$ cat config.mk
export PLATFORM = sky130hd
export DESIGN_NAME = axa_fetch_stage_flat
export DESIGN_NICKNAME = d
export VERILOG_FILES = /design/src/rtl/axa_pkg.sv /design/src/rtl/axa_fetch_stage_if.sv /design/src/rtl/axa_skid_fifo.sv /design/src/rtl/axa_fetch_stage.sv /design/src/flat_wrapper.sv
export SDC_FILE = /design/constraint.sdc
export NUM_CORES = 1
export LEC_CHECK = 0
export ABC_AREA = 1
export CAP_MARGIN = 20
export CORE_MARGIN = 4
export CORE_UTILIZATION = 52
export CTS_BUF_LIST = sky130_fd_sc_hd__clkbuf_4
export CTS_CLUSTER_SIZE = 40
export DETAILED_ROUTE_END_ITERATION = 10
export PLACE_DENSITY = 0.87
export SLEW_MARGIN = 20
export SYNTH_ARGS = -nofsm -noshare
export SYNTH_HDL_FRONTEND = slang
export SYNTH_SLANG_ARGS = --single-unit
$ cat constraint.sdc
create_clock -name clk -period 3.4 [get_ports clk]
set_clock_uncertainty 0.05 [all_clocks]
set_input_delay 1.02 -clock clk [delete_from_list [all_inputs] [get_ports clk]]
set_output_delay 1.02 -clock clk [all_outputs]
set_load 0.02 [all_outputs]
$ cat src/rtl/axa_pkg.sv
// axa_pkg: AXA opcodes, instruction field positions, bubble word and fetch-state encoding
package axa_pkg;
  localparam int IOPLEN = 6;
  localparam int IL_OP_MSB = 15;
  localparam int IL_OP_LSB = 10;
  localparam int IS_OP_MSB = 15;
  localparam int IS_OP_LSB = 12;
  localparam logic [5:0] OPxhi = 6'b100000;
  localparam logic [5:0] OPllo = 6'b100001;
  localparam logic [5:0] OPbz = 6'b101000;
  localparam logic [5:0] OPbnz = 6'b101001;
  localparam logic [5:0] OPfail = 6'b110001;
  localparam logic [5:0] OPsys = 6'b111000;
  localparam logic [5:0] OPnop = 6'b111010;
  localparam logic [15:0] NOP_INST = {OPnop, 10'b0};
  typedef enum logic [1:0] {RUN = 2'd0, BR_WAIT = 2'd1, HALTED = 2'd2} fetch_state_t;
endpackage

$ cat src/rtl/axa_fetch_stage_if.sv
// axa_fetch_stage_if: instruction-memory port, redirect inputs and the downstream valid/ready stream
//   master = fetch stage, slave = memory + consumer + branch resolver
interface axa_fetch_stage_if #(parameter int WORD_W = 16, parameter int IM_AW = 16);
  logic [IM_AW-1:0] im_addr;
  logic [WORD_W-1:0] im_data;
  logic redirect_valid;
  logic [WORD_W-1:0] redirect_pc;
  logic [WORD_W-1:0] redirect_from;
  logic branch_nt;
  logic out_valid;
  logic out_ready;
  logic [WORD_W-1:0] out_ir;
  logic [WORD_W-1:0] out_lastpc;
  modport master(output im_addr, out_valid, out_ir, out_lastpc,
                 input im_data, redirect_valid, redirect_pc, redirect_from, branch_nt, out_ready);
  modport slave(input im_addr, out_valid, out_ir, out_lastpc,
                output im_data, redirect_valid, redirect_pc, redirect_from, branch_nt, out_ready);
endinterface

$ cat src/rtl/axa_skid_fifo.sv
// axa_skid_fifo: small circular FIFO with push/pop/flush; head is the oldest entry, no bypass
//   clk, reset (async active-low), push, pop, flush, din -> head, count, full
module axa_skid_fifo #(
  parameter int WIDTH = 32,
  parameter int DEPTH = 2,
  localparam int AW = $clog2(DEPTH)
) (
  input  logic             clk,
  input  logic             reset,
  input  logic             push,
  input  logic             pop,
  input  logic             flush,
  input  logic [WIDTH-1:0] din,
  output logic [WIDTH-1:0] head,
  output logic [AW:0]      count,
  output logic             full
);
  logic [WIDTH-1:0] mem [DEPTH];
  logic [AW-1:0] rd, wr;
  assign head = mem[rd];
  assign full = count == (AW+1)'(DEPTH);
  always_ff @(posedge clk)
    if (push) mem[wr] <= din;
  always_ff @(posedge clk or negedge reset)
    if (!reset) begin
      rd <= '0;
      wr <= '0;
      count <= '0;
    end else if (flush) begin
      rd <= '0;
      wr <= '0;
      count <= '0;
    end else begin
      if (push) wr <= wr + AW'(1);
      if (pop) rd <= rd + AW'(1);
      count <= count + (AW+1)'(push) - (AW+1)'(pop);
    end
endmodule

$ cat src/rtl/axa_fetch_stage.sv
// axa_fetch_stage: PC owner, instruction fetch with branch/stop pre-decode, skid FIFO to decode
//   clk, reset (async active-low), bus (master: im port, redirect, out stream), fetch_state (debug)
module axa_fetch_stage
  import axa_pkg::*;
#(
  parameter int WORD_W = 16,
  parameter int IM_AW = 16,
  parameter int FIFO_D = 2
) (
  input  logic                clk,
  input  logic                reset,
  axa_fetch_stage_if.master   bus,
  output logic [1:0]          fetch_state
);
  localparam int CW = $clog2(FIFO_D) + 1;
  fetch_state_t state;
  logic [WORD_W-1:0] pc, lastpc_r;
  logic [2*WORD_W-1:0] head;
  logic [CW-1:0] count;
  logic full, valid, redir, fire, pop, is_branch, is_stop;
  logic [IOPLEN-1:0] op;
  assign op = bus.im_data[IL_OP_MSB:IL_OP_LSB];
  // Short forms have bit15=0, so these long-form patterns can never match them.
  assign is_branch = op[5:3] == 3'b101;
  assign is_stop = op == OPsys || op == OPfail;
  assign redir = bus.redirect_valid && state != HALTED;
  assign fire = state == RUN && (!full || bus.out_ready) && !redir;
  assign valid = count != '0;
  assign pop = bus.out_ready && valid;
  assign bus.im_addr = pc[IM_AW-1:0];
  assign bus.out_valid = valid;
  assign bus.out_ir = valid ? head[2*WORD_W-1:WORD_W] : NOP_INST;
  assign bus.out_lastpc = valid ? head[WORD_W-1:0] : '0;
  assign fetch_state = state;
  axa_skid_fifo #(.WIDTH(2*WORD_W), .DEPTH(FIFO_D)) u_fifo (
    .clk(clk),
    .reset(reset),
    .push(fire),
    .pop(pop),
    .flush(redir),
    .din({bus.im_data, lastpc_r}),
    .head(head),
    .count(count),
    .full(full)
  );
  always_ff @(posedge clk or negedge reset)
    if (!reset) begin
      pc <= '0;
      lastpc_r <= '0;
      state <= RUN;
    end else if (redir) begin
      pc <= bus.redirect_pc;
      lastpc_r <= bus.redirect_from;
      state <= RUN;
    end else if (fire) begin
      lastpc_r <= pc;
      pc <= pc + WORD_W'(1);
      state <= is_branch ? BR_WAIT : is_stop ? HALTED : RUN;
    end else if (state == BR_WAIT && bus.branch_nt) begin
      state <= RUN;
    end
endmodule

$ cat src/flat_wrapper.sv
// flat-port wrapper written by rule: the top's interface ports become plain ports
module axa_fetch_stage_flat import axa_pkg::*;
#(
  parameter int WORD_W = 16,
  parameter int IM_AW = 16,
  parameter int FIFO_D = 2
)
  (clk, reset, fetch_state, bus_im_addr, bus_out_valid, bus_out_ir, bus_out_lastpc, bus_im_data, bus_redirect_valid, bus_redirect_pc, bus_redirect_from, bus_branch_nt, bus_out_ready);
  axa_fetch_stage_if #(.WORD_W(WORD_W), .IM_AW(IM_AW)) bus_i ();
  input  logic clk;
  input  logic reset;
  output logic [1:0] fetch_state;
  output wire logic [$bits(bus_i.im_addr)-1:0] bus_im_addr;
  output wire logic [$bits(bus_i.out_valid)-1:0] bus_out_valid;
  output wire logic [$bits(bus_i.out_ir)-1:0] bus_out_ir;
  output wire logic [$bits(bus_i.out_lastpc)-1:0] bus_out_lastpc;
  input wire logic [$bits(bus_i.im_data)-1:0] bus_im_data;
  input wire logic [$bits(bus_i.redirect_valid)-1:0] bus_redirect_valid;
  input wire logic [$bits(bus_i.redirect_pc)-1:0] bus_redirect_pc;
  input wire logic [$bits(bus_i.redirect_from)-1:0] bus_redirect_from;
  input wire logic [$bits(bus_i.branch_nt)-1:0] bus_branch_nt;
  input wire logic [$bits(bus_i.out_ready)-1:0] bus_out_ready;
  assign bus_im_addr = bus_i.im_addr;
  assign bus_out_valid = bus_i.out_valid;
  assign bus_out_ir = bus_i.out_ir;
  assign bus_out_lastpc = bus_i.out_lastpc;
  assign bus_i.im_data = bus_im_data;
  assign bus_i.redirect_valid = bus_redirect_valid;
  assign bus_i.redirect_pc = bus_redirect_pc;
  assign bus_i.redirect_from = bus_redirect_from;
  assign bus_i.branch_nt = bus_branch_nt;
  assign bus_i.out_ready = bus_out_ready;
  axa_fetch_stage #(.WORD_W(WORD_W), .IM_AW(IM_AW), .FIFO_D(FIFO_D)) u_core (.clk(clk), .reset(reset), .bus(bus_i), .fetch_state(fetch_state));
endmodule
### After elaboration in Yosys (flattened, before gate mapping)

Memories as Yosys holds them, arrays and structs flattened.
Cells that the tools add are included.

| cells by class | value |
|---|---|
| add/subtract/negate cells | 5 |
| multiply operators | 0 |
| div/mod/pow operators | 0 |
| order comparisons | 0 |
| equality and inequality tests | 6 |
| shift operators | 0 |
| mux-type cells | 18 |
| bitwise operators | 0 |
| reduce and logical (&&, ||, !) cells | 14 |

Operators by type and width:

| operator | count |
|---|---|
| 16-bit 2-to-1 mux | 6 |
| 16-bit by 1-bit adder with 16-bit output, second input constant | 1 |
| 6-bit equality test, second input constant | 2 |
| 2-bit 2-to-1 mux | 6 |
| 1-bit 2-to-1 mux | 6 |
| 2-bit nonzero test | 3 |
| 1-bit logical AND | 5 |
| 3-bit equality test, second input constant | 1 |
| 3-bit nonzero test | 1 |
| 1-bit adder, second input constant | 2 |
| 2-bit by 1-bit adder with 2-bit output | 1 |
| 2-bit by 1-bit equality test with 1-bit output, second input constant | 1 |
| 2-bit equality test, second input constant | 1 |
| 1-bit logical NOT | 2 |
| 2-bit logical NOT | 1 |
| 1-bit logical OR | 2 |
| 2-bit != test, second input constant | 1 |
| 2-bit by 1-bit subtractor with 2-bit output | 1 |

| word-level totals | value |
|---|---|
| register bits after elaboration | 38 |
| bits in latches | 0 |
| RAM bits | 64 |
| bits in read-only memories | 0 |
| input port bits | 53 |
| output and inout port bits | 51 |
| logic and storage cells | 50 |
| memories | 1 |

Memories:

| name | depth | width | read ports | clocked after Yosys merged registers in | write ports | line | source |
|---|---|---|---|---|---|---|---|
| u_core.u_fifo.mem | 2 | 32 | 1 | 0 | 1 | axa_skid_fifo.sv:18 | `logic [WIDTH-1:0] mem [DEPTH];` |

### Depth between registers and ports, before layout

| logic depth | value |
|---|---|
| depth after elaboration | 8 |
| depth in mapped cells | 10 |
| depth with buffers taken out | 10 |

### Cells and area by module

Synthesis repeated with hierarchy kept, for this count alone.

| second synthesis, totals | value |
|---|---|
| cell total of the unflattened synthesis | 458 |
| area total of the unflattened synthesis | 5074.9 um^2 |

Modules (own cells, without submodules):

| module | instances | cells each | area each (um^2) | sequential area each (um^2) |
|---|---|---|---|---|
| axa_skid_fifo | 1 | 127 | 2668.8 | 2021.9 |
| axa_fetch_stage | 1 | 331 | 2406.1 | 850.8 |

### Worst setup path before layout

OpenSTA, ideal clock, no wires.

| path | value |
|---|---|
| path type | input -> register |
| start point | in bus_out_ready |
| end point | mem u_core.u_fifo.mem[1][0] (enable) |
| setup time | 421 ps |
| arrival | 2872 ps |
| data required time | 2929 ps |
| setup slack | 57 ps |
| stages | 6 |
| buffers on the path | 0 |
| cell sequence | inv_1 > nand3_1 > nand3_2 > inv_1 > nand2_1 > nor2_1 |

| between the ends | value |
|---|---|
| cells in the longest elaborated chain, start to end | 5 |

Ends and longest elaborated chain:

| element | line | source |
|---|---|---|
| start: declaration | flat_wrapper.sv:22 | `input wire logic [$bits(bus_i.out_ready)-1:0] bus_out_ready;` |
| 1-bit logical OR | axa_fetch_stage.sv:27 | `assign fire = state == RUN && (!full \|\| bus.out_ready) && !redir;` |
| 1-bit logical AND (2 in series) | axa_fetch_stage.sv:27 |  |
| 1-bit 2-to-1 mux | axa_skid_fifo.sv:23 | `if (push) mem[wr] <= din;` |
| 1-bit 2-to-1 mux (not written as such) | axa_skid_fifo.sv:23 |  |
| end: declaration | axa_skid_fifo.sv:18 |  |

No other way between the ends.

### Final worst setup path

| path | value |
|---|---|
| start point | reg u_core.u_fifo.count[1] |
| end point | out bus_out_ir[14] |

| between the ends | value |
|---|---|
| cells in the longest elaborated chain, start to end | 2 |

Ends and longest elaborated chain:

| element | line | source |
|---|---|---|
| start: declaration | axa_skid_fifo.sv:15 | `output logic [AW:0] count,` |
| start signal: assignment | axa_skid_fifo.sv:36 | `count <= count + (AW+1)'(push) - (AW+1)'(pop);` |
| 2-bit nonzero test | axa_fetch_stage.sv:28 | `assign valid = count != '0;` |
| 16-bit 2-to-1 mux | axa_fetch_stage.sv:32 | `assign bus.out_ir = valid ? head[2*WORD_W-1:WORD_W] : NOP_INST;` |
| end: declaration | flat_wrapper.sv:15 | `output wire logic [$bits(bus_i.out_ir)-1:0] bus_out_ir;` |

No other way between the ends.

==> flow_summary.yaml <==
clocking:
  cts.clk_slew.worst_paths_ns: 0.16
  cts_buffer_depth: 2
  h-tree-depth: 3
  cts_tree: "yes"
  clk_latency_ns: 0.43
  holdBufCountCts: 0
  cts.sinks: 102
  root_buffer: "clkbuf_4"
  cts_buffers: 9
timing:
  slew_headroom: 0.4103
  final.setup.tns_ns: 0
  tightest_slew_ns: 0.8845
  fmax_ghz: 0.3063
  drv_slew: 0
  final.period_utilization: 0.9602
  setup_violations: 0
  finalHoldViolCount: 0
  layout_min_cycle_time_ns: 3.265
worst_setup_path:
  path_cells: "nor2_2 -> buf_6 -> inv_1 -> nand3_1 -> clkdlybuf4s50_1"
  cp-start-kind: "flop"
  cpPeakStageDelay_ns: 0.64
  crit_path_max_fanout: 29
  worstPathRequired_ns: 2.33
  critPathArrivalTime_ns: 2.19
  endpoint_kind: "output port"
  slowest_stage: "clkdlybuf4s50_1"
  crit_type: "flop to output port"
final_layout:
  antenna_cells: 0
  nFillCells: 634
  area_delta_synth_final_pct: 28.15
  layout-drive-gt1-share: 0.06303
  layout.nets: 638
pwr:
  p_total_mw: 3.946
  pwr-share-seq: 0.437
  pwr-share-clk: 0.146
  power.density_nw_per_um2: 679.1
  leakage_nw: 2.415
  pwr-share-comb: 0.417
  p_sw_mw: 1.520
  ir_drop_v: 0.0003325
  swShare: 0.3851
  p_int_mw: 2.426
drt:
  post_drt_wl_per_cell_um: 14.97
  wl_um: 10360
  postRouteAntennaNets: 0
  dr.pass1.iters: 5
  vias_per_cell: 5.285
  vias: 3657
  drc: 0
  first_iter_violations: 270
floorplanning:
  initial_core_util: 0.5437
  row_count: 33
  io_pins: 104
  die_w_um: 101.4
  core_area_um2: 8341
  fp.dieArea_um2: 10280
  die_y_um: 101.4
global_routing:
  grt_start_max_net_pins: 39
  grt_first_pass_wirelength_um: 16820
  antenna_found_initial: 0
  grt_usage: 0.2082
  grt_pass1_vias: 3638
  gr-total-overflow: 0
logic_synthesis:
  yosysMostFrequentCell: "nand2_1"
  synth_top_cell_by_area: "edfxtp_1"
  synth_edf_count: 64
  synth_warnings: 0
  synth_nets: 534
  synth_cell_types: 27
  yosys-top-cells-area: "edfxtp_1, dfrtp_1, nand2_1"
  synth_top_area_frac: 0.4238
  synth_common_cells: "nand2_1, edfxtp_1, nand3_1"
  syn_avg_cell_area_um2: 9.486
  synth_seq_cells: 102
  synth_flop_cell: "edfxtp_1"
  syn_area_um2: 4534
  ys_async_sr_fraction: 0.3725
  ys_seq_area_frac: 0.6336
  netlist_instances: 478
worst_hold_path:
  worstHoldPathType: "flop to flop"
placed_design:
  dpl.hpwl_um: 7338
  portBuffers: 103
  place.gp.congestion: 0.8804
job:
  maxCapViolations: 0
status:
  status: "finished clean"
-- critical path: cells and delay by family, from the launching register on --
kind	cells	cell delay [ns]
buf+inv	3	1.03
simple gates	2	0.28
flops	1	0.45
-- flip-flops by register name, summed over array words and instances (netlist names) --
| name | cells |
|---|---|
| u_core.u_fifo.rd | 1 |
| u_core.fetch_state | 2 |
| u_core.u_fifo.mem | 64 |
| u_core.bus.im_addr | 16 |
| u_core.u_fifo.wr | 1 |
| u_core.lastpc_r | 16 |
| u_core.u_fifo.count | 2 |
-- through the flow --
stage / hold WS (ns) / cell area [um2] / utilization / setup slack, ns / instances
detailed placement: 0.4088 / 5675 / 0.6805 / 0.3188 / 676
finish: 0.4333 / 5811 / 0.6967 / 0.1354 / 692
global placement: 0.4003 / 5675 / 0.6805 / 0.4363 / 676
CTS: 0.4318 / 5803 / 0.6958 / 0.04011 / 692
global route: 0.4455 / 5811 / 0.6967 / -0.006328 / 692
floorplan: 0.3924 / 4534 / - / 0.05675 / 478
-- layout make-up --
class,count,area [um2],share of cell area
Clock inverter,6,52.55,0.009044
Tap cell,105,131.4,0.02261
Multi-Input combinational cell,324,1445,0.2487
Timing Repair Buffer,111,1106,0.1904
Inverter,34,127.6,0.02196
Sequential cell,102,2873,0.4944
Clock buffer,10,75.07,0.01292
-- worst paths after layout --
check	startpoint	end	slack (ns)	cells past startpoint
min in group asynchronous	reset	u_core.bus.im_addr[14]	0.62	1
min	u_core.lastpc_r[0]	u_core.u_fifo.mem[0][0]	0.43	0
min reg2reg	u_core.lastpc_r[0]	u_core.u_fifo.mem[0][0]	0.43	0
max reg2reg	u_core.u_fifo.count[0]	u_core.u_fifo.count[1]	1.39	10
max	u_core.u_fifo.count[1]	bus_out_ir[14]	0.14	5
max in group asynchronous	reset	u_core.lastpc_r[2]	2.10	1
-- power groups by stage --
stage / Combinational (mW) / Sequential, mW / Clock, mW
3_3_place_gp: 1.59 / 1.73 / 0
3_5_place_dp: 1.64 / 1.75 / 0
4_1_cts: 1.65 / 1.72 / 0.588
2_1_floorplan: 0.867 / 1.75 / 0
6_report: 1.65 / 1.72 / 0.577
5_1_grt: 1.79 / 1.75 / 0.650
-- layer usage --
layer  GRT usage  vias to the layer above  wire (um)
met1      0.2694                     1701       4329
met4     0.07362                        0        159
met3     0.03857                       21        764
met2      0.3526                      157       5104
li1            -                     1778          -
met5           0                        -          0
-- placed cells by master (no fill, tap or decap), drive strengths merged --
cell and n:
nand2 197, clkdlybuf4s50 102, edfxtp 64, nand3 45
dfrtp 38, inv 35, a21oi 29, nor2 22
clkbuf 10, o21ai 9, buf 9, xor2 4
xnor2 3, nand3b 3, nand4 3, ha 3
clkinv 3, o22ai 2, nor3 2, clkinvlp 2
or2 1, o21a 1
-- logic make-up after synthesis --
kind of cell / share of synthesized area
adders and majority gates: 0.008279
DFF: 0.6336
xor gates and xnor gates: 0.01352
and+or+nand+nor: 0.2464
buffers and inverters: 0.04939
AOI/OAI and AO/OA: 0.04884
-- what timing repair did --
item | CTS | global route
buffers inserted | 0 | 0
hold endpoints to repair | 0 | 0
endpoints found under the setup margin | 0 | 11
resized for setup | 0 | 2
No activity file was read; power rests on OpenSTA's default activity.
